==> config.mk <==
export PLATFORM = sky130hd
export DESIGN_NAME = avg_duty_regulator
export DESIGN_NICKNAME = d
export VERILOG_FILES = /design/src/rtl/avg_reg_pkg.sv /design/src/rtl/avg_accum.sv /design/src/rtl/avg_duty_regulator.sv
export SDC_FILE = /design/constraint.sdc
export NUM_CORES = 1
export LEC_CHECK = 0
export ABC_AREA = 1
export CAP_MARGIN = 20
export CORE_MARGIN = 5
export CORE_UTILIZATION = 30
export DETAILED_ROUTE_END_ITERATION = 16
export PLACE_DENSITY = 0.54
export SLEW_MARGIN = 15
export SYNTH_ARGS = -nofsm -noshare
export SYNTH_HDL_FRONTEND = slang
export SYNTH_HIERARCHICAL = 1
export SYNTH_SLANG_ARGS = --single-unit
==> constraint.sdc <==
create_clock -name clk_1M -period 7.45 [get_ports clk_1M]
set_clock_uncertainty 0.2 [all_clocks]
set_input_delay 1.49 -clock clk_1M [delete_from_list [all_inputs] [get_ports clk_1M]]
set_output_delay 1.49 -clock clk_1M [all_outputs]
set_load 0.01 [all_outputs]
==> src/rtl/avg_reg_pkg.sv <==
// Shared types for the averaging duty regulator: FSM states and channel-select encodings.
package avg_reg_pkg;
  typedef enum logic [1:0] {
    WAIT    = 2'd0,
    DISCARD = 2'd1,
    ACCUM   = 2'd2,
    DECIDE  = 2'd3
  } state_t;

  localparam logic MODE_CV = 1'b0;
  localparam logic MODE_CC = 1'b1;
endpackage

==> src/rtl/avg_accum.sv <==
// Power-of-two window accumulator: sums 2^LOG2_N samples, flags the Nth add combinationally.
// Clear has priority over add; the sum is sized so a full window cannot overflow.
module avg_accum #(
  parameter int W      = 12,
  parameter int LOG2_N = 2
) (
  input  logic                clk,
  input  logic                i_clear,
  input  logic                i_add,
  input  logic [W-1:0]        i_sample,
  output logic [W+LOG2_N-1:0] o_sum,
  output logic [W-1:0]        o_avg,
  output logic                o_count_done
);
  localparam int N     = 1 << LOG2_N;
  localparam int CNT_W = LOG2_N + 1;
  localparam int SW    = W + LOG2_N;

  logic [SW-1:0]    r_sum;
  logic [CNT_W-1:0] r_cnt;
  logic             w_last;

  assign w_last = (r_cnt == CNT_W'(N - 1));

  always_ff @(posedge clk) begin
    if (i_clear) begin
      r_sum <= '0;
      r_cnt <= '0;
    end else if (i_add) begin
      r_sum <= r_sum + SW'(i_sample);
      r_cnt <= w_last ? '0 : r_cnt + CNT_W'(1);
    end
  end

  assign o_sum        = r_sum;
  assign o_avg        = W'(r_sum >> LOG2_N);
  assign o_count_done = i_add && w_last;
endmodule

==> src/rtl/avg_duty_regulator.sv <==
// CC/CV averaging regulator: averages a window of the selected ADC channel and steps the
// PWM on-time toward the window with saturation. All outputs registered, updated at the end of DECIDE.
module avg_duty_regulator
  import avg_reg_pkg::*;
#(
  parameter int W           = 12,
  parameter int LOG2_N      = 2,
  parameter int DISCARD_N   = 1,
  parameter int WAIT_CYCLES = 50,
  parameter int TON_W       = 10,
  parameter int TON_INIT    = 288,
  parameter int TON_MIN     = 0,
  parameter int TON_MAX     = 460,
  parameter int STEP        = 1
) (
  input  logic             clk_1M,
  input  logic             rst,
  input  logic             mode,
  input  logic             sample_valid,
  input  logic [W-1:0]     v_sample,
  input  logic [W-1:0]     i_sample,
  input  logic [W-1:0]     v_min_in,
  input  logic [W-1:0]     v_max_in,
  input  logic [W-1:0]     i_min_in,
  input  logic [W-1:0]     i_max_in,
  output logic [W-1:0]     avg_out,
  output logic             avg_valid,
  output logic [TON_W-1:0] time_on,
  output logic             in_window,
  output logic             at_limit
);
  localparam int N    = 1 << LOG2_N;
  localparam int SW   = W + LOG2_N;
  localparam int WC_W = $clog2(WAIT_CYCLES + 2);
  localparam int DC_W = $clog2(DISCARD_N + 2);
  localparam int CW   = TON_W + 2;
  localparam state_t START_ST = (DISCARD_N == 0) ? ACCUM : DISCARD;
  localparam logic [TON_W-1:0] TON_INIT_V = TON_W'(TON_INIT);
  localparam logic [TON_W-1:0] TON_MIN_V  = TON_W'(TON_MIN);
  localparam logic [TON_W-1:0] TON_MAX_V  = TON_W'(TON_MAX);
  localparam logic LIMIT_INIT = (TON_INIT == TON_MIN) || (TON_INIT == TON_MAX);

  state_t           r_state;
  logic [WC_W-1:0]  r_wait_cnt;
  logic [DC_W-1:0]  r_disc_cnt;
  logic             r_mode;
  logic [W-1:0]     r_avg_out;
  logic             r_avg_valid;
  logic [TON_W-1:0] r_time_on;
  logic             r_in_window;
  logic             r_at_limit;

  logic             w_abort, w_add, w_clear, w_done;
  logic [W-1:0]     w_sample, w_lo, w_hi, w_avg;
  logic [SW-1:0]    w_sum, w_lo_sum, w_hi_sum;
  logic [CW-1:0]    w_ton_ext, w_up;
  logic [TON_W-1:0] w_dn, w_ton_up, w_ton_dn, w_ton_next;
  logic             w_in_win;

  // Window data and thresholds follow the mode latched at window start.
  assign w_sample = (r_mode == MODE_CC) ? i_sample : v_sample;
  assign w_lo     = (r_mode == MODE_CC) ? i_min_in : v_min_in;
  assign w_hi     = (r_mode == MODE_CC) ? i_max_in : v_max_in;

  assign w_abort = ((r_state == DISCARD) || (r_state == ACCUM)) && (mode != r_mode);
  assign w_add   = (r_state == ACCUM) && sample_valid && !w_abort;
  assign w_clear = rst || (r_state != ACCUM) || w_abort;

  avg_accum #(.W(W), .LOG2_N(LOG2_N)) u_accum (
    .clk          (clk_1M),
    .i_clear      (w_clear),
    .i_add        (w_add),
    .i_sample     (w_sample),
    .o_sum        (w_sum),
    .o_avg        (w_avg),
    .o_count_done (w_done)
  );

  // Comparing the full sum against scaled bounds is exact for the truncated average.
  assign w_lo_sum = SW'(w_lo) << LOG2_N;
  assign w_hi_sum = (SW'(w_hi) << LOG2_N) | SW'(N - 1);

  assign w_ton_ext = CW'(r_time_on);
  assign w_up      = w_ton_ext + CW'(STEP);
  assign w_dn      = r_time_on - TON_W'(STEP);
  assign w_ton_up  = (w_up > CW'(TON_MAX)) ? TON_MAX_V : w_up[TON_W-1:0];
  assign w_ton_dn  = (w_ton_ext < (CW'(TON_MIN) + CW'(STEP))) ? TON_MIN_V : w_dn;

  always_comb begin
    w_ton_next = r_time_on;
    w_in_win   = 1'b0;
    if (w_lo > w_hi) begin
      w_ton_next = r_time_on;
    end else if (w_sum < w_lo_sum) begin
      w_ton_next = w_ton_up;
    end else if (w_sum > w_hi_sum) begin
      w_ton_next = w_ton_dn;
    end else begin
      w_in_win = 1'b1;
    end
  end

  always_ff @(posedge clk_1M) begin
    if (rst) begin
      r_state     <= WAIT;
      r_wait_cnt  <= '0;
      r_disc_cnt  <= '0;
      r_mode      <= MODE_CV;
      r_avg_out   <= '0;
      r_avg_valid <= 1'b0;
      r_time_on   <= TON_INIT_V;
      r_in_window <= 1'b0;
      r_at_limit  <= LIMIT_INIT;
    end else begin
      r_avg_valid <= 1'b0;
      case (r_state)
        WAIT: begin
          if ((WAIT_CYCLES == 0) || (r_wait_cnt == WC_W'(WAIT_CYCLES - 1))) begin
            r_wait_cnt <= '0;
            r_mode     <= mode;
            r_state    <= START_ST;
          end else begin
            r_wait_cnt <= r_wait_cnt + WC_W'(1);
          end
        end
        DISCARD: begin
          if (w_abort) begin
            r_disc_cnt <= '0;
            r_mode     <= mode;
            r_state    <= START_ST;
          end else if (sample_valid) begin
            if (r_disc_cnt == DC_W'(DISCARD_N - 1)) begin
              r_disc_cnt <= '0;
              r_state    <= ACCUM;
            end else begin
              r_disc_cnt <= r_disc_cnt + DC_W'(1);
            end
          end
        end
        ACCUM: begin
          if (w_abort) begin
            r_mode  <= mode;
            r_state <= START_ST;
          end else if (w_done) begin
            r_state <= DECIDE;
          end
        end
        DECIDE: begin
          r_avg_out   <= w_avg;
          r_time_on   <= w_ton_next;
          r_in_window <= w_in_win;
          r_at_limit  <= (w_ton_next == TON_MIN_V) || (w_ton_next == TON_MAX_V);
          r_avg_valid <= 1'b1;
          r_disc_cnt  <= '0;
          r_mode      <= mode;
          r_state     <= START_ST;
        end
        default: r_state <= WAIT;
      endcase
    end
  end

  assign avg_out   = r_avg_out;
  assign avg_valid = r_avg_valid;
  assign time_on   = r_time_on;
  assign in_window = r_in_window;
  assign at_limit  = r_at_limit;
endmodule
==> impl_metrics.json, run 1 <==
{
  "gp_congestion": 0.869,
  "critical_path_class": "input pin to register",
  "slew_violations": 0,
  "max_slew.worst_pin.slew_ns": 0.916,
  "rsz0062_at_grt": "no",
  "wl_per_cell_um": 13.3,
  "ys_top_cells_by_count": "233 x nand2_1, 103 x nor2_1, 99 x inv_1, 59 x ha_1, 58 x nand3_1",
  "tns_ns": 0,
  "grtUsageTotal_pct": 15.3,
  "worst_ep_arrival_time_ns": 4.40,
  "cts_tree": "built",
  "dr.pass1.iters": 5,
  "cts_buffers": 5,
  "die_width_um": 141,
  "clk_pin_slew_worst_paths_ns": 0.07,
  "rows": 48,
  "final.min_clock_period_ns": 4.38,
  "outcome": "finished, final reports clean",
  "grt-ovfl-total": 0,
  "yosysWarnings": 6,
  "synthCells": 837,
  "cts_sinks": 53,
  "min_period_over_period_pct": 58.8,
  "register_area_um2": 1060,
  "maxCapViolCount": 0,
  "synth_area_leaders": "dfxtp_1 20%, nand2_1 17%, ha_1 14%",
  "hold_viol": 0,
  "slew_headroom_pct": 39.0,
  "synth_edf_count": 0,
  "drc": 0,
  "synth_top_flop_cell": "dfxtp_1",
  "ys_seq_area_share_pct": 20.5,
  "placedCellCount": 1127,
  "drt_iter0_drc": 327,
  "grt_pass1_wl_mm": 25.1,
  "cts.hold.buffers_added": 0,
  "syn_area_um2": 5180,
  "clkLatencyLatePin_ns": 0.30,
  "cts-resized-gates": 0,
  "post_cts_buffers": 0,
  "syn_nets": 973,
  "vdd_drop_max_uv": 87.5,
  "die_y_um": 141,
  "portBuffers": 100,
  "hpwl_mm": 12.0,
  "cts.root.buffer_cell": "clkbuf_16",
  "multi_input_area_um2": 3520,
  "power_density_nw_per_um2": 97.5,
  "ios": 101,
  "leakage_nw": 3.07,
  "antenna_cells": 0,
  "nets": 1045,
  "start_util_pct": 30.3,
  "critPathMaxFanout": 11,
  "area_growth_pct": 24.0,
  "yosysTopAreaCell": "dfxtp_1",
  "design.die.area_um2": 20000,
  "max_freq_ghz": 0.228,
  "holdCritPathClass": "register to register",
  "coreArea_um2": 17100,
  "end_kind": "register",
  "grt_pass1_vias": 4979,
  "fillCellCount": 1884,
  "synth.most_common_cell": "nand2_1",
  "start_kind": "input pin",
  "grt_max_degree": 40,
  "wirelength_mm": 15.1,
  "postSynthAreaPerCell_um2": 6.19,
  "htree_num_levels": 2,
  "antenna_left": 0,
  "cts_buffer_depth": 2,
  "antenna_found_initial": 0,
  "synth_async_sr_flop_share_pct": 0,
  "synth-seq-cells": 53,
  "power_mw": 0.626,
  "via_count": 5274,
  "cp.required_ns": 7.47,
  "drive_above_1_share_pct": 5.38,
  "instances_no_fill": 1135,
  "ys_types": 44,
  "setup_viol_count_final": 0,
  "synth_top_area_share_pct": 20.5,
  "vias_per_cell": 4.65
}
## through the flow
step                worst slack [ns]  hold WS [ns]  cell area, um2  utilization (%)
finish                          3.07         0.256            6420             37.5
global route                    2.65         0.301            6420             37.5
CTS                             3.06         0.258            6420             37.5
detailed placement              2.75         0.245            6280             36.7
global placement                2.79         0.243            6280             36.7
floorplan                       3.76         0.230            5180                -
## registers in the layout (all words and copies together) (netlist names)
signal / flops
r_disc_cnt: 2
in_window: 1
u_accum/r_cnt: 3
u_accum/o_sum: 14
r_state: 2
avg_valid: 1
r_wait_cnt: 6
time_on: 10
r_mode: 1
avg_out: 12
at_limit: 1
## worst max-delay path, cell delays in order
cell and delay (ns):
clkdlybuf4s50_1 0.39, or2_2 0.28, o21ai_0 0.13, inv_1 0.08, ha_1 0.29, a21oi_1 0.19, o21a_1 0.16, nand3_1 0.07
nand2_1 0.27, clkinv_1 0.31, a21oi_1 0.19, nand2_1 0.07, nand2_1 0.07, nand3_1 0.08, nor2_1 0.12, nand3_1 0.10
a21oi_2 0.11
## per-layer routing
layer  GRT usage (%)  vias up  share of wire [%]
met5               0        -                  0
met4            3.13        0                1.2
met3            1.89       13                4.4
met2            26.1      113                 46
met1            20.7     2324                 48
li1                -     2824                  -
## cell usage in the layout (no fill, tap or decap), drive strengths merged
cell type,Yosys,layout
a211oi,5,5
a21boi,1,1
a21o,2,2
a21oi,34,34
a31oi,2,2
a41oi,1,1
and2,1,1
buf,24,1
clkbuf,12,5
clkdlybuf4s50,0,100
clkinv,3,6
dfxtp,53,53
fa,1,1
ha,59,59
inv,105,105
mux2i,11,11
nand2,241,241
nand3,62,62
nand3b,2,2
nand4,13,13
nor2,108,108
nor3,6,6
o211ai,7,7
o21a,2,2
o21ai,46,46
o21bai,2,2
o22ai,2,2
o31ai,1,1
o32ai,4,4
or2,14,14
xnor2,5,5
xor2,8,8
## where the power goes
group / switching (mW) / internal, mW / total (mW)
combinational: 0.0466 / 0.0564 / 0.103
clock: 0.112 / 0.125 / 0.237
sequential: 0.00142 / 0.284 / 0.286
total: 0.160 / 0.466 / 0.626
## final cells by class
cell class	instances	area share, %
inverter	108	6.31
tap	225	4.38
multi-input combinational	640	54.8
timing repair buffer	101	15.7
clock inverter	3	0.351
clock buffer	5	1.95
sequential	53	16.5
## final timing paths
| kind | startpoint | end | slack (ns) | depth (start not counted) |
|---|---|---|---|---|
| setup reg to reg | r_mode | at_limit | 3.14 | 17 |
| hold reg to reg | u_accum/r_cnt[2] | u_accum/r_cnt[2] | 0.26 | 2 |
| setup / recovery | i_min_in[11] | at_limit | 3.07 | 17 |
| hold / removal | u_accum/r_cnt[2] | u_accum/r_cnt[2] | 0.26 | 2 |
## logic make-up after synthesis
logic type	after synthesis	synth area share [%]
AO/OA/AOI/OAI	109	12.0
XOR/XNOR	13	2.20
adder cells (fa/ha/maj)	60	14.6
buffers and inverters	144	11.7
flip-flops	53	20.5
multiplexers	11	2.13
AND/OR/NAND/NOR	447	36.8
Note: power is estimated with default switching activity, not from simulation.
==> inputs of run 2 (changes only) <==
- PLACE_DENSITY: 0.54 -> 0.56
- clock period: 7.45 -> 3.98 ns (I/O delays scaled with it)
==> run 2 against run 1 <==
Against the previous run:
- via count up 1.1%
- final cell count up 0.79%
- sequential share of layout area down 0.24 points
- final area up 1.5%
- die area unchanged
- wire length up 1.2%
- total power up 100%
- core utilization up 0.56 points
- sequential cell count unchanged
- hold slack better by 0.017 ns
- setup slack worse by 2.6 ns
- largest cell class unchanged
- highest routed layer unchanged
==> impl_metrics.json, run 2 (synthesis gave the netlist of run 1 again) <==
{
  "outcome": "finished, final reports clean",
  "critPathMaxFanout": 13,
  "clkLatencyLatePin_ns": 0.30,
  "via_count": 5331,
  "hold_viol": 0,
  "cts-resized-gates": 0,
  "end_kind": "register",
  "gr-usage-met3_pct": 2.53,
  "grt_pass1_vias": 5071,
  "sequentialPowerShare_pct": 42.7,
  "dr.pass1.iters": 4,
  "post_cts_buffers": 0,
  "portBuffers": 100,
  "largest_register_ffs": 14,
  "htree_num_levels": 2,
  "grt_pass1_wl_mm": 24.9,
  "rows": 48,
  "cts_buffers": 5,
  "cts.root.buffer_cell": "clkbuf_16",
  "clk_pin_slew_worst_paths_ns": 0.07,
  "worst_ep_arrival_time_ns": 3.51,
  "antenna_left": 0,
  "max_slew.worst_pin.slew_ns": 0.525,
  "met1_usage_pct": 19.6,
  "grt-ovfl-total": 0,
  "grt-busiest-layer": "met2",
  "cts_sinks": 53,
  "final.min_clock_period_ns": 3.48,
  "wl_per_cell_um": 13.4,
  "tns_ns": 0,
  "grt_util_met2_pct": 26.5,
  "max_freq_ghz": 0.288,
  "leakage_nw": 3.12,
  "design.die.area_um2": 20000,
  "slew_headroom_pct": 65.0,
  "setup_viol_count_final": 0,
  "vias_per_cell": 4.66,
  "drive_above_1_share_pct": 6.31,
  "placedCellCount": 1136,
  "drc": 0,
  "critical_path_class": "input pin to register",
  "maxCapViolCount": 0,
  "power_mw": 1.25,
  "start_kind": "input pin",
  "cts_buffer_depth": 2,
  "slew_violations": 0,
  "die_width_um": 141,
  "p_sw_share_pct": 23.6,
  "fin_hold_ws_ns": 0.273,
  "antenna_found_initial": 0,
  "power.internal_mw": 0.956,
  "power_density_nw_per_um2": 192,
  "instances_no_fill": 1144,
  "p_clk_share_pct": 41.4,
  "p_switching_mw": 0.296,
  "nets": 1054,
  "cp.required_ns": 4.01,
  "min_period_over_period_pct": 87.4,
  "drt_iter0_drc": 310,
  "antenna_cells": 0,
  "cts.hold.buffers_added": 0,
  "grtUsageTotal_pct": 15.2,
  "final_common_cell": "nand2_1",
  "ios": 101,
  "start_util_pct": 30.3,
  "gp_congestion": 0.956,
  "final_cell_mix": "233 x nand2_1, 103 x nor2_1, 100 x clkdlybuf4s50_1",
  "wirelength_mm": 15.3,
  "vdd_drop_max_uv": 160,
  "die_y_um": 141,
  "rsz0062_at_grt": "no",
  "hpwl_mm": 12.3,
  "holdCritPathClass": "register to register",
  "cts_tree": "built",
  "grt_max_degree": 28,
  "combinationalPowerShare_pct": 15.8,
  "area_growth_pct": 25.8,
  "coreArea_um2": 17100
}
==> run 2: cell count changes in the layout (fill, tap and decap cells not counted), sizes merged <==
cell      before  now
buf            1   10
clkinv         6    3
bufinv         0    1
clkbuf         5    6
clkinvlp       0    1
==> run 2: final timing paths <==
path | cells after the start | slack (ns) | startpoint | endpoint
max | 15 | 0.50 | i_min_in[5] | at_limit
min | 2 | 0.27 | u_accum/r_cnt[2] | u_accum/r_cnt[2]
max reg2reg | 15 | 0.78 | r_mode | at_limit
min reg2reg | 2 | 0.27 | u_accum/r_cnt[2] | u_accum/r_cnt[2]
==> run 2: area by class of cell <==
type / count / area, um2
Sequential cell: 53 / 1060
Clock buffer: 6 / 139
Multi-Input combinational cell: 640 / 3520
Fill cell: 1888 / 10600
Timing Repair Buffer: 110 / 1080
Tap cell: 225 / 282
Inverter: 108 / 405
Clock inverter: 2 / 37.5
==> run 2: through the flow <==
stage | area (um2) | utilization [%] | setup WS [ns]
2_1_floorplan | 5180 | - | 0.877
3_3_place_gp | 6340 | 37.1 | 0.230
3_5_place_dp | 6340 | 37.1 | 0.212
4_1_cts | 6520 | 38.1 | 0.511
5_1_grt | 6520 | 38.1 | 0.151
6_report | 6520 | 38.1 | 0.502
==> run 2: layer usage <==
| layer | wire length [um] | part of all wire (%) |
|---|---|---|
| met4 | 189 | 1.2 |
| met2 | 7080 | 46 |
| met3 | 780 | 5.1 |
| met5 | 0 | 0 |
| met1 | 7250 | 47 |
==> run 2: power groups by stage <==
stage	Combinational, mW	Clock [mW]	Sequential [mW]
finish	0.198	0.518	0.535
global route	0.225	0.555	0.535
CTS	0.200	0.538	0.535
detailed placement	0.199	0	0.547
global placement	0.197	0	0.547
floorplan	0.0975	0	0.547
==> run 2: worst max-delay path: stages <==
cell and delay, ns:
clkdlybuf4s50_1 0.39, or2_2 0.28, o21ai_0 0.12, ha_1 0.30, a21oi_1 0.16, o21ai_0 0.11, a21oi_1 0.29, nand2_2 0.24
inv_1 0.20, o21ai_0 0.11, nand3_1 0.12, nand3_1 0.08, nor2_1 0.11, nand3_1 0.10, a21oi_2 0.12
